$ cat src/rtl/uart_prog_loader.sv
// uart_prog_loader
//   Receives a program image over an 8N1 UART line and writes it, as 16-bit
//   little-endian words (first byte = low half), into the program BSRAM
//   through its ad/din/wre inputs. The CPU is held in reset while a load
//   session is active. The session ends once the line has been quiet for
//   IDLE_TIMEOUT_CLKS, so the CPU restarts from address 0 with the new image.
//
// Ports
//   clk         system clock, all logic on posedge
//   rst         asynchronous, active-low reset
//   uart_rx     serial input, idle high, 8N1, LSB first
//   mem_ad      BSRAM write address
//   mem_din     BSRAM write data
//   mem_wre     BSRAM write enable, one-clk pulse per word
//   cpu_hold    high while a load session is active
//   word_count  words written in the current or last session
//   frame_err   sticky bad-stop-bit flag, cleared when a new session starts
module uart_prog_loader #(
  parameter int CLK_HZ            = 27000000,
  parameter int BAUD              = 115200,
  parameter int ADDR_W            = 11,
  parameter int IDLE_TIMEOUT_CLKS = 2700000
) (
  input  logic              clk,
  input  logic              rst,
  input  logic              uart_rx,
  output logic [ADDR_W-1:0] mem_ad,
  output logic [15:0]       mem_din,
  output logic              mem_wre,
  output logic              cpu_hold,
  output logic [ADDR_W:0]   word_count,
  output logic              frame_err
);

  localparam int DIV    = (CLK_HZ + BAUD / 2) / BAUD;
  localparam int HALF   = DIV / 2;
  localparam int BAUD_W = $clog2(DIV + 1);
  localparam int TO_W   = $clog2(IDLE_TIMEOUT_CLKS + 1);

  typedef enum logic [2:0] {
    RX_IDLE, RX_START, RX_DATA, RX_STOP, RX_WAIT
  } rx_state_t;

  typedef enum logic [2:0] {
    L_IDLE, L_LOW, L_HIGH, L_WRITE, L_DONE
  } ld_state_t;

  // ---------------------------------------------------------------------------
  // Receiver
  // ---------------------------------------------------------------------------
  rx_state_t         rx_state;
  logic              sync1, sync2, rx_prev;
  logic [BAUD_W-1:0] baud_cnt;
  logic [2:0]        bit_idx;
  logic [7:0]        shreg;
  logic              byte_valid;
  logic              stop_err;

  // NOTE: every register here is updated with non-blocking assignments so all
  // flops sample the values from before the edge, exactly like the hardware.
  always_ff @(posedge clk or negedge rst) begin
    if (!rst) begin
      // Synchroniser resets to the idle line level so reset release is not
      // mistaken for a start bit.
      sync1      <= 1'b1;
      sync2      <= 1'b1;
      rx_prev    <= 1'b1;
      rx_state   <= RX_IDLE;
      baud_cnt   <= '0;
      bit_idx    <= '0;
      shreg      <= '0;
      byte_valid <= 1'b0;
      stop_err   <= 1'b0;
    end else begin
      sync1      <= uart_rx;
      sync2      <= sync1;
      rx_prev    <= sync2;
      byte_valid <= 1'b0;
      stop_err   <= 1'b0;
      case (rx_state)
        RX_IDLE: begin
          if (rx_prev && !sync2) begin
            rx_state <= RX_START;
            baud_cnt <= '0;
          end
        end
        RX_START: begin
          // Mid-start-bit check; a line already back high was only a glitch.
          if (baud_cnt == BAUD_W'(HALF - 1)) begin
            baud_cnt <= '0;
            bit_idx  <= '0;
            rx_state <= sync2 ? RX_IDLE : RX_DATA;
          end else begin
            baud_cnt <= baud_cnt + BAUD_W'(1);
          end
        end
        RX_DATA: begin
          if (baud_cnt == BAUD_W'(DIV - 1)) begin
            baud_cnt <= '0;
            shreg    <= {sync2, shreg[7:1]};
            if (bit_idx == 3'd7) rx_state <= RX_STOP;
            else                 bit_idx  <= bit_idx + 3'd1;
          end else begin
            baud_cnt <= baud_cnt + BAUD_W'(1);
          end
        end
        RX_STOP: begin
          if (baud_cnt == BAUD_W'(DIV - 1)) begin
            baud_cnt <= '0;
            if (sync2) begin
              byte_valid <= 1'b1;
              rx_state   <= RX_IDLE;
            end else begin
              stop_err   <= 1'b1;
              rx_state   <= RX_WAIT;
            end
          end else begin
            baud_cnt <= baud_cnt + BAUD_W'(1);
          end
        end
        RX_WAIT: begin
          // A broken frame may leave the line low; resync only once it is idle.
          if (sync2) rx_state <= RX_IDLE;
        end
        default: rx_state <= RX_IDLE;
      endcase
    end
  end

  // ---------------------------------------------------------------------------
  // Loader
  // ---------------------------------------------------------------------------
  ld_state_t       ld_state;
  logic [7:0]      lo;
  logic [TO_W-1:0] to_cnt;
  logic            last_wr;
  logic            full;
  logic            timeout;

  // word_count doubles as the write address: both start at 0 and advance
  // together, and its top bit marks a full memory.
  assign full    = word_count[ADDR_W];
  assign timeout = (to_cnt == TO_W'(IDLE_TIMEOUT_CLKS - 1));

  always_ff @(posedge clk or negedge rst) begin
    if (!rst) begin
      ld_state   <= L_IDLE;
      lo         <= '0;
      to_cnt     <= '0;
      last_wr    <= 1'b0;
      mem_ad     <= '0;
      mem_din    <= '0;
      mem_wre    <= 1'b0;
      cpu_hold   <= 1'b0;
      word_count <= '0;
      frame_err  <= 1'b0;
    end else begin
      mem_wre <= 1'b0;
      if (stop_err) frame_err <= 1'b1;

      // Quiet-line timer: only valid bytes restart it, framing errors do not.
      if (byte_valid || !(ld_state == L_LOW || ld_state == L_HIGH))
        to_cnt <= '0;
      else if (!timeout)
        to_cnt <= to_cnt + TO_W'(1);

      case (ld_state)
        L_IDLE: begin
          if (byte_valid) begin
            cpu_hold   <= 1'b1;
            mem_ad     <= '0;
            word_count <= '0;
            frame_err  <= 1'b0;
            lo         <= shreg;
            ld_state   <= L_HIGH;
          end
        end
        L_LOW: begin
          if (byte_valid) begin
            lo       <= shreg;
            ld_state <= L_HIGH;
          end else if (timeout) begin
            cpu_hold <= 1'b0;
            ld_state <= L_DONE;
          end
        end
        L_HIGH: begin
          if (byte_valid) begin
            if (full) begin
              ld_state <= L_LOW;
            end else begin
              mem_wre  <= 1'b1;
              mem_ad   <= word_count[ADDR_W-1:0];
              mem_din  <= {shreg, lo};
              last_wr  <= 1'b0;
              ld_state <= L_WRITE;
            end
          end else if (timeout) begin
            // Odd byte left over: flush it zero-extended as the final word.
            if (full) begin
              cpu_hold <= 1'b0;
              ld_state <= L_DONE;
            end else begin
              mem_wre  <= 1'b1;
              mem_ad   <= word_count[ADDR_W-1:0];
              mem_din  <= {8'h00, lo};
              last_wr  <= 1'b1;
              ld_state <= L_WRITE;
            end
          end
        end
        L_WRITE: begin
          word_count <= word_count + (ADDR_W + 1)'(1);
          if (last_wr) begin
            cpu_hold <= 1'b0;
            ld_state <= L_DONE;
          end else begin
            ld_state <= L_LOW;
          end
        end
        L_DONE:  ld_state <= L_IDLE;
        default: ld_state <= L_IDLE;
      endcase
    end
  end

endmodule

$ cat config.mk
export PLATFORM = sky130hd
export DESIGN_NAME = uart_prog_loader
export DESIGN_NICKNAME = d
export VERILOG_FILES = /design/src/rtl/uart_prog_loader.sv
export SDC_FILE = /design/constraint.sdc
export NUM_CORES = 1
export LEC_CHECK = 0
export CAP_MARGIN = 5
export CORE_MARGIN = 2
export CORE_UTILIZATION = 57
export CTS_CLUSTER_DIAMETER = 120
export CTS_CLUSTER_SIZE = 14
export DETAILED_ROUTE_END_ITERATION = 16
export PLACE_DENSITY_LB_ADDON = 0.25
export SKIP_LAST_GASP = 1
export SLEW_MARGIN = 30
export SYNTH_ARGS = -nofsm -noshare
export SYNTH_HDL_FRONTEND = slang
export SYNTH_SLANG_ARGS = --single-unit
$ cat constraint.sdc
create_clock -name clk -period 2.4 [get_ports clk]
set_clock_uncertainty 0.2 [all_clocks]
set_input_delay 0.48 -clock clk [delete_from_list [all_inputs] [get_ports clk]]
set_output_delay 0.48 -clock clk [all_outputs]
set_load 0.02 [all_outputs]
==> results.cfg <==
[sta]
slew_headroom_pct = 63.0
finalSetupTns_ns = 0
hold_violations = 0
max_freq_mhz = 445
period_share_pct = 93.7
rsz0062_at_grt = false
slew_violations = 0
setup_viol = 0
postLayoutSetupSlackWorst_ns = 0.152
min_period_ns = 2.25
worstMarginPinSlew_ns = 0.555

[synthesis]
synth_area_sq_um = 4730
synth_edf_count = 0
ys_types = 54
synthTopCellsByCount = 100 x dfrtp_1, 61 x nand2_1, 33 x nor2_1, 26 x o21ai_0, 18 x nand3_1
synth_area_per_cell_sq_um = 10.9
synthMuxAreaShare_pct = 7.43
async_flop_share_pct = 100
synth_top_area_cell = dfrtp_1
synthesis.nets = 446
synth_top_flop_cell = dfrtp_1
synth_compound_area_share_pct = 12.0
synth_fa_ha_area_share_pct = 1.85
synthCells = 436
ys.warnings.count = 0
synthXorXnorAreaFrac_pct = 2.96
ys_seq_elements = 103
yosysMostFrequentCell = dfrtp_1
synth_area_leaders = dfrtp_1 53%, nand2_1 4.8%, mux2_2 4.0%
synth_top_area_share_pct = 52.9
ys_seq_area_share_pct = 54.5
synthSimpleGateAreaFrac_pct = 18.4
synth_top_family_by_area = simple AND/OR/NAND/NOR gates

[critical_path]
required_ns = 1.72
critical_path_class = reg -> out
end_kind = output port
cp.arrival_ns = 1.57
worstSetupPathDepth = 1
crit_chain = clkdlybuf4s50_1
crit_family = buffers and inverters
crit_buf_inv = 1
worstSetupStartpointType = flip-flop
slowest_stage = clkdlybuf4s50_1
cp_max_fo = 8
max_stage_delay_ns = 0.67
worst_r2r_path_depth = 6

[layout]
antennaDiodeCount = 0
layout-drive-gt1-share_pct = 14.3
area_growth_pct = 16.9
final_nets = 496
design_area_sq_um = 5530
fillers = 601
fin_cells = 596

[detailed_routing]
post-route-drc-count = 0
wl_microns = 9310
avgViaCountPerCell = 5.81
postRouteAntennaNets = 0
drt_iter0_drc = 260
wire_per_inst_microns = 15.6
dr.pass1.iters = 5
via_count = 3465

[global_routing]
antenna_found_initial = 0
grt_pass1_vias = 3279
grt_usage_pct = 22.1
grt_start_max_net_pins = 42
grt_pass1_wl_microns = 15700
overflow = 0

[run_status]
outcome = finished clean

[floorplan]
fp-row-count = 33
die_area_sq_um = 9050
core_area_sq_um = 8130
io_pins = 45
die_h_microns = 95.1
initial_core_util_pct = 58.2
die_x_microns = 95.1

[clock_tree]
post_cts_buffers = 0
cts.repair.resized = 0
numCtsBuffers = 9
cts_root_buf = clkbuf_8
cts_tree = done
cts_hold_buf = 1
clock-sinks = 103
htreeDepth = 3
clk_latency_ns = 0.37
clk_pin_slew_worst_paths_ns = 0.09
cts_max_path_buffers = 2

[power]
p_per_area_nw_per_um2 = 599
leakage_nw = 2.49
ir_drop_mv = 0.611

[place]
numPortBuffers = 44
place_ws_ns = 0.165
placedCellCount = 579
hpwl_microns = 6460
place_congestion = 0.814
dpl_cell_area_sq_um = 5330

[job]
maxCapViolCount = 0

[worst_hold_path]
whs_path_depth = 0
worstHoldPathType = reg -> reg
-- stage by stage --
| stage | utilization, % | hold slack (ns) | power, mW |
|---|---|---|---|
| 3_3_place_gp | 65.6 | 0.148 | 2.30 |
| 2_1_floorplan | - | -0.0156 | 2.19 |
| 6_report | 68.0 | 0.163 | 3.31 |
| 3_5_place_dp | 65.6 | 0.151 | 2.33 |
| 5_1_grt | 68.0 | 0.166 | 3.49 |
| 4_1_cts | 68.0 | 0.165 | 3.35 |
-- sequential cells by signal, summed over array words and instances (netlist names) --
register    count
ld_state        3
byte_valid      1
stop_err        1
mem_wre         1
cpu_hold        1
mem_ad         11
last_wr         1
rx_prev         1
to_cnt         22
word_count     12
lo              8
shreg           8
frame_err       1
sync2           1
mem_din        16
baud_cnt        8
rx_state        3
bit_idx         3
sync1           1
-- path summary, 6_finish.rpt --
| path | endpoint | slack (ns) | from |
|---|---|---|---|
| setup reg to reg | mem_din[5] | 0.21 | to_cnt[18] |
| min in group asynchronous | to_cnt[13] | 0.44 | rst |
| setup / recovery | word_count[11] | 0.15 | word_count[11] |
| hold / removal | sync2 | 0.16 | sync1 |
| max in group asynchronous | word_count[3] | 0.99 | rst |
| hold reg to reg | sync2 | 0.16 | sync1 |
-- where the power goes --
group          internal (mW)  total, mW  switching [mW]
Combinational          0.175      0.394           0.219
Clock                  0.399       1.02           0.624
Sequential              1.80       1.90          0.0977
Total                   2.37       3.31           0.941
-- kinds of logic after synthesis --
logic type,Yosys count
mux,29
simple gates,168
buf+inv,27
compound gates,86
fa+ha+maj,7
xor+xnor,16
flops,103
-- layer usage --
metal / track usage (%) / part of all wire, %
met4: 7.49 / 1.1
met2: 34.7 / 48
met1: 31.4 / 47
met5: 0 / 0
met3: 3.64 / 3.8
-- final cells by class --
type | count | area (sq um) | share of cell area [%]
clock buffer | 9 | 124 | 2.24
clock inverter | 7 | 62.6 | 1.13
inverter | 8 | 30.0 | 0.543
multi-input combinational | 306 | 2020 | 36.5
sequential | 103 | 2580 | 46.7
tap | 105 | 131 | 2.37
timing repair buffer | 58 | 583 | 10.5
-- layout by cell type, fill, tap and decap left out, types with 2 or more instances in the layout --
cell / synthesis / final
dfrtp_1: 100 / 100
nand2_1: 61 / 61
clkdlybuf4s50_1: 0 / 43
nor2_1: 33 / 33
o21ai_0: 26 / 26
nand3_1: 18 / 18
mux2_2: 17 / 17
a21oi_1: 15 / 14
a22o_1: 13 / 13
buf_4: 1 / 11
and3_1: 9 / 9
xor2_1: 9 / 9
clkbuf_8: 0 / 9
inv_1: 8 / 8
mux2_4: 8 / 8
a31oi_1: 8 / 8
xnor2_1: 7 / 7
ha_1: 7 / 7
nor3_1: 6 / 6
and2_1: 6 / 6
nand4_1: 6 / 6
o211ai_1: 6 / 6
and4_1: 5 / 5
nand2b_1: 4 / 4
mux2i_1: 4 / 4
o21a_1: 3 / 3
or3_1: 3 / 3
or4_1: 3 / 3
o31ai_1: 3 / 3
clkinv_4: 0 / 3
buf_12: 0 / 3
dfstp_2: 3 / 3
nor4_1: 2 / 2
and4bb_2: 2 / 2
a21o_1: 2 / 2
a221oi_1: 2 / 2
inv_8: 0 / 2
Power figures use the tool's default switching activity.
